<file path="src/rtl/player_motion_ctrl.sv">
// Per-player motion/state engine: turns buttons into x/y/pose/hp once per frame.
// Hits are handled on any cycle; everything else advances on i_frame_tick.
module player_motion_ctrl #(
  parameter int PLAYER_ID  = 1,
  parameter int INIT_X     = -200,
  parameter int LIMIT_X    = 300,
  parameter int STEP_X     = 6,
  parameter int V          = 8,
  parameter int MAX_J      = 32,
  parameter int HP_MAX     = 7,
  parameter int INV_FRAMES = 30
) (
  input  logic        i_clk,
  input  logic        i_rst_n,
  input  logic        i_frame_tick,
  input  logic        i_left,
  input  logic        i_right,
  input  logic        i_jump,
  input  logic        i_squat,
  input  logic        i_shield,
  input  logic        i_hit,
  input  logic        i_restart,
  output logic [11:0] o_x,
  output logic [5:0]  o_y,
  output logic [3:0]  o_pose,
  output logic        o_facing,
  output logic [2:0]  o_hp,
  output logic        o_invuln,
  output logic        o_dead
);

  localparam int INV_W = $clog2(INV_FRAMES + 1);

  typedef enum logic [2:0] {
    S_GROUND = 3'd0,
    S_AIR    = 3'd1,
    S_SQUAT  = 3'd2,
    S_SHIELD = 3'd3,
    S_DEAD   = 3'd4
  } state_t;

  localparam logic [3:0]        POSE_BASE = (PLAYER_ID == 2) ? 4'd4 : 4'd1;
  localparam logic [11:0]       X_INIT    = INIT_X[11:0];
  localparam logic signed [12:0] X_LIM_P  = LIMIT_X[12:0];
  localparam logic signed [12:0] X_LIM_N  = -X_LIM_P;
  localparam logic signed [12:0] X_STEP   = STEP_X[12:0];
  localparam logic signed [7:0]  Y_MAX    = MAX_J[7:0];
  localparam logic [5:0]        V_TAKEOFF = V[5:0];
  localparam logic [2:0]        HP_INIT   = HP_MAX[2:0];
  localparam logic [INV_W-1:0]  INV_LOAD  = INV_FRAMES[INV_W-1:0];

  state_t             state_q, state_d;
  logic signed [11:0] x_q, x_d;
  logic [5:0]         y_q, y_d;
  logic signed [5:0]  v_q, v_d;
  logic               facing_q, facing_d;
  logic [2:0]         hp_q, hp_d;
  logic [INV_W-1:0]   inv_q, inv_d;
  logic               invuln_q, invuln_d;
  logic               dead_q, dead_d;
  logic [3:0]         pose_q, pose_d;
  logic               jprev_q, jprev_d;

  // Shared decode of the current cycle's events
  logic              jump_edge, hit_ok, kill;
  logic [2:0]        hp_hit;
  logic signed [7:0] air_sum;
  logic              land;
  logic signed [12:0] x_walk;

  assign jump_edge = i_jump & ~jprev_q;
  assign hit_ok    = i_hit && (state_q != S_SHIELD) && (state_q != S_DEAD) && (inv_q == '0);
  assign hp_hit    = (hp_q == 3'd0) ? 3'd0 : hp_q - 3'd1;
  assign kill      = hit_ok && (hp_hit == 3'd0);
  assign air_sum   = $signed({2'b00, y_q}) + $signed({{2{v_q[5]}}, v_q});
  assign land      = (air_sum <= 8'sd0);

  // Walking target with saturation at +/-LIMIT_X; both or neither button holds position
  always_comb begin
    x_walk = {x_q[11], x_q};
    if (i_right && !i_left) begin
      x_walk = {x_q[11], x_q} + X_STEP;
      if (x_walk > X_LIM_P) x_walk = X_LIM_P;
    end else if (i_left && !i_right) begin
      x_walk = {x_q[11], x_q} - X_STEP;
      if (x_walk < X_LIM_N) x_walk = X_LIM_N;
    end
  end

  // FSM state register
  always_ff @(posedge i_clk or negedge i_rst_n) begin
    if (!i_rst_n) state_q <= S_GROUND;
    else          state_q <= state_d;
  end

  // FSM next state: restart beats a lethal hit, which beats the per-frame transition
  always_comb begin
    state_d = state_q;
    if (i_restart) begin
      state_d = S_GROUND;
    end else if (kill) begin
      state_d = S_DEAD;
    end else if (i_frame_tick) begin
      case (state_q)
        S_GROUND: begin
          if (jump_edge)     state_d = S_AIR;
          else if (i_shield) state_d = S_SHIELD;
          else if (i_squat)  state_d = S_SQUAT;
        end
        S_AIR:    if (land)      state_d = S_GROUND;
        S_SQUAT:  if (!i_squat)  state_d = S_GROUND;
        S_SHIELD: if (!i_shield) state_d = S_GROUND;
        default:  state_d = state_q;
      endcase
    end
  end

  // FSM outputs: pose follows the next state, frozen once dead
  always_comb begin
    pose_d = POSE_BASE;
    case (state_d)
      S_SHIELD: pose_d = POSE_BASE + 4'd1;
      S_SQUAT:  pose_d = POSE_BASE + 4'd2;
      S_DEAD:   pose_d = pose_q;
      default:  pose_d = POSE_BASE;
    endcase
    if (i_restart) pose_d = POSE_BASE;
  end

  // Datapath next values: motion on ticks, hit bookkeeping on any cycle
  always_comb begin
    x_d      = x_q;
    y_d      = y_q;
    v_d      = v_q;
    facing_d = facing_q;
    hp_d     = hp_q;
    inv_d    = inv_q;
    dead_d   = dead_q;
    jprev_d  = i_frame_tick ? i_jump : jprev_q;
    if (i_restart) begin
      x_d      = X_INIT;
      y_d      = 6'd0;
      v_d      = 6'sd0;
      facing_d = 1'b1;
      hp_d     = HP_INIT;
      inv_d    = '0;
      dead_d   = 1'b0;
      jprev_d  = 1'b0;
    end else begin
      // A hit reloads the window and suppresses this tick's decrement
      if (hit_ok) begin
        hp_d  = hp_hit;
        inv_d = INV_LOAD;
      end else if (i_frame_tick && inv_q != '0) begin
        inv_d = inv_q - 1'b1;
      end
      if (kill) dead_d = 1'b1;
      // Motion is frozen in DEAD and on the cycle a hit kills
      if (i_frame_tick && !kill && state_q != S_DEAD) begin
        if (state_q == S_GROUND || state_q == S_AIR) begin
          x_d = x_walk[11:0];
          if (i_right ^ i_left) facing_d = i_right;
        end
        if (state_q == S_GROUND && jump_edge) begin
          y_d = V_TAKEOFF;
          v_d = $signed(V_TAKEOFF - 6'd1);
        end else if (state_q == S_AIR) begin
          if (land) begin
            y_d = 6'd0;
            v_d = 6'sd0;
          end else begin
            y_d = (air_sum > Y_MAX) ? Y_MAX[5:0] : air_sum[5:0];
            v_d = v_q - 6'sd1;
          end
        end
      end
    end
    invuln_d = (inv_d != '0);
  end

  // Datapath registers
  always_ff @(posedge i_clk or negedge i_rst_n) begin
    if (!i_rst_n) begin
      x_q      <= X_INIT;
      y_q      <= 6'd0;
      v_q      <= 6'sd0;
      facing_q <= 1'b1;
      hp_q     <= HP_INIT;
      inv_q    <= '0;
      invuln_q <= 1'b0;
      dead_q   <= 1'b0;
      pose_q   <= POSE_BASE;
      jprev_q  <= 1'b0;
    end else begin
      x_q      <= x_d;
      y_q      <= y_d;
      v_q      <= v_d;
      facing_q <= facing_d;
      hp_q     <= hp_d;
      inv_q    <= inv_d;
      invuln_q <= invuln_d;
      dead_q   <= dead_d;
      pose_q   <= pose_d;
      jprev_q  <= jprev_d;
    end
  end

  assign o_x      = x_q;
  assign o_y      = y_q;
  assign o_pose   = pose_q;
  assign o_facing = facing_q;
  assign o_hp     = hp_q;
  assign o_invuln = invuln_q;
  assign o_dead   = dead_q;

endmodule

</file>
<file path="config.mk">
export PLATFORM = sky130hd
export DESIGN_NAME = player_motion_ctrl
export DESIGN_NICKNAME = d
export VERILOG_FILES = /design/src/rtl/player_motion_ctrl.sv
export SDC_FILE = /design/constraint.sdc
export NUM_CORES = 1
export LEC_CHECK = 0
export ABC_AREA = 1
export CAP_MARGIN = 20
export CORE_AREA = 2 2 78 80
export CTS_BUF_LIST = sky130_fd_sc_hd__clkbuf_4 sky130_fd_sc_hd__clkbuf_8
export DETAILED_ROUTE_END_ITERATION = 6
export DIE_AREA = 0 0 80 82
export GPL_ROUTABILITY_DRIVEN = 0
export PLACE_DENSITY_LB_ADDON = 0.05
export SETUP_SLACK_MARGIN = 0.15
export SYNTH_ARGS = -nofsm -noshare
export SYNTH_HDL_FRONTEND = slang
export SYNTH_SLANG_ARGS = --single-unit
</file>
<file path="constraint.sdc">
create_clock -name i_clk -period 2.85 [get_ports i_clk]
set_input_delay 0.855 -clock i_clk [delete_from_list [all_inputs] [get_ports i_clk]]
set_output_delay 0.855 -clock i_clk [all_outputs]
set_load 0.02 [all_outputs]
</file>
==> flow_summary.yaml <==
worst_setup_path:
  critPathSlowestCell: "dfstp_2"
  crit_arrival_ns: 1.58
  cp.required_ns: 2.00
  critPathKind: "register to output pin"
  crit_chain: "clkdlybuf4s50_1"
  max_stage_delay_ns: 0.65
  end_kind: "output pin"
  cp_num_buf_inv: 1
  start_kind: "register"
  cp_max_fo: 10
  cp_top_family: "flip-flops"
global_routing:
  gr-usage-all-layers_pct: 24.9
  antenna_found_initial: 0
  grt_pass1_wl_um: 13000
  grt_pass1_vias: 2972
  grt-ovfl-total: 0
  grt_max_degree: 41
synth:
  synthMuxAreaShare_pct: 0
  yosys_warnings: 0
  synth_top_family_by_area: "simple AND/OR/NAND/NOR gates"
  synth_area_sq_um: 3300
  synth-adder-area-share_pct: 6.29
  yosys_most_used_dff: "dfrtp_1"
  synth.ff_latch_count: 40
  ys_types: 36
  synth_cells: 503
  syn_avg_cell_area_sq_um: 6.56
  synth-simple-area-share_pct: 42.0
  ys_seq_area_share_pct: 30.8
  synth-edff-count: 0
  synth-xor-area-share_pct: 3.45
  synth-compound-area-share_pct: 6.37
  ys_async_sr_fraction_pct: 100
timing:
  fin_crit_ns: 2.44
  post-route-period-util_pct: 85.6
  setup_violations: 0
  tns_ns: 0
  setup_slack_ns: 0.412
  max_freq_mhz: 410
  slew_viol_final: 0
  fin_worst_skew_ns: 0.0158
  hold_violations: 0
  slew_headroom_pct: 40.6
  tightest_slew_ns: 0.891
  rsz0062_at_grt: "false"
finish:
  fillers: 529
  fin_cells: 620
  nNetsFinal: 570
  layout_commonest_cell: "nand2_1"
  antennaDiodeCount: 0
  drive_gt1_share_pct: 10.1
  syn_to_final_growth_pct: 17.1
  final_cell_mix: "159 x nand2_1, 77 x inv_1, 51 x nor2_1"
clock_tree:
  clk_latency_ns: 0.30
  cts_buffers: 5
  root_buffer: "clkbuf_8"
  cts_tree: "done"
  cts_buffer_depth: 2
  postCtsHoldBufs: 0
  clk_pin_slew_ns: 0.09
  post_cts_buffers: 0
  cts.sinks: 40
  h-tree-depth: 2
  cts_resized: 0
power:
  power_density_nw_per_um2: 956
  clockPowerShare_pct: 15.4
  p_seq_share_pct: 27.7
  switching_share_pct: 47.4
  p_switching_mw: 1.75
  peakVddDrop_mv: 0.477
  comb_power_share_pct: 56.9
  p_int_mw: 1.94
  leakage_nw: 2.14
placement:
  portBuffers: 34
  dp.cells: 612
  hpwl_um: 5950
  dp_worst_setup_slack_ns: 0.120
floorplanning:
  io_pins: 38
  die_x_um: 80
  core-area_sq_um: 5750
  die_h_um: 82
  rows: 28
  initial_utilization_pct: 57.4
  fp.dieArea_sq_um: 6560
route:
  post_drt_wl_per_cell_um: 12.4
  routed-via-count: 3128
  drc: 0
  drtAntennaViolNets: 0
  drt-total-wl_um: 7660
  drt_iter0_drc: 159
  vias_per_cell: 5.05
  first_pass_iters: 4
run:
  cap_violations: 0
min_path:
  hold_class: "register to register"
status:
  status: "complete, no violations"
## metrics by stage
step	total power, mW	cell area, sq um	hold WS [ns]	utilization (%)
after floorplan	2.50	3310	0.512	-
after global placement	3.07	3730	0.476	64.9
after detailed placement	3.11	3730	0.483	64.9
after CTS	3.70	3870	0.498	67.3
after global routing	4.02	3870	0.508	67.3
final	3.69	3870	0.492	67.3
## sequential cells by signal, indices dropped and copies added (netlist names)
name      count
o_dead        1
o_y           6
o_invuln      1
o_x          11
o_hp          3
o_pose        2
v_q           6
jprev_q       1
o_facing      1
inv_q         5
state_q       3
## cells in the mapped netlist, types with 4 or more instances
| cell type | number | area share [%] |
|---|---|---|
| a21oi_1 | 13 | 2.0 |
| dfrtp_1 | 28 | 21 |
| dfstp_2 | 12 | 9.6 |
| ha_1 | 15 | 5.7 |
| inv_1 | 77 | 8.8 |
| inv_2 | 4 | 0.45 |
| nand2_1 | 159 | 18 |
| nand2_4 | 4 | 1.4 |
| nand3_1 | 42 | 6.4 |
| nand3b_1 | 4 | 0.91 |
| nand4_1 | 16 | 3.0 |
| nor2_1 | 51 | 5.8 |
| nor2_4 | 4 | 1.4 |
| nor3_1 | 7 | 1.1 |
| nor3_2 | 4 | 1.2 |
| o21ai_0 | 14 | 2.1 |
| o21ai_1 | 5 | 0.76 |
| or2_2 | 4 | 0.76 |
| xor2_1 | 12 | 3.2 |
## final timing paths
path | start | end | slack [ns] | depth (start not counted)
worst max-delay path | o_x[3]$_DFFE_PN1P_ | o_x[3] | 0.41 | 1
worst min-delay path | o_hp[1]$_DFFE_PN1P_ | o_hp[1]$_DFFE_PN1P_ | 0.49 | 2
worst max register to register | o_y[0]$_DFFE_PN0P_ | v_q[5]$_DFFE_PN0P_ | 0.52 | 11
worst min register to register | o_hp[1]$_DFFE_PN1P_ | o_hp[1]$_DFFE_PN1P_ | 0.49 | 2
max in group asynchronous | i_rst_n | v_q[5]$_DFFE_PN0P_ | 1.61 | 1
min in group asynchronous | i_rst_n | o_dead$_DFFE_PN0P_ | 0.68 | 1
## routing by layer
| metal | track usage, % | up-vias | wire length, um |
|---|---|---|---|
| met1 | 31.9 | 1394 | 3580 |
| met5 | 0 | - | 0 |
| met3 | 4.62 | 8 | 301 |
| li1 | - | 1651 | - |
| met2 | 42.1 | 75 | 3690 |
| met4 | 8.81 | 0 | 91 |
## power groups by stage
stage               clock, mW  combinational [mW]  sequential [mW]
floorplan                   0                1.39             1.11
global placement            0                2.05             1.02
detailed placement          0                2.08             1.03
CTS                     0.581                2.10             1.02
global route            0.602                2.37             1.05
finish                  0.569                2.10             1.02
## cell type report
class	instances	area, sq um	share of cell area, %
Clock buffer	6	76.3	1.97
Clock inverter	2	60.1	1.55
Inverter	84	318	8.22
Multi-Input combinational cell	374	1930	49.9
Sequential cell	40	1020	26.3
Tap cell	75	93.8	2.43
Timing Repair Buffer	39	373	9.64
## kinds of logic (layout without fill, tap and decap cells)
family	Yosys count	count (layout)
adders and majority gates	16	16
buffers and inverters	91	131
other	1	3
DFF	40	40
xor gates and xnor gates	13	13
and+or+nand+nor	303	303
AOI/OAI and AO/OA	39	39
(Power assumes the default switching activity.)
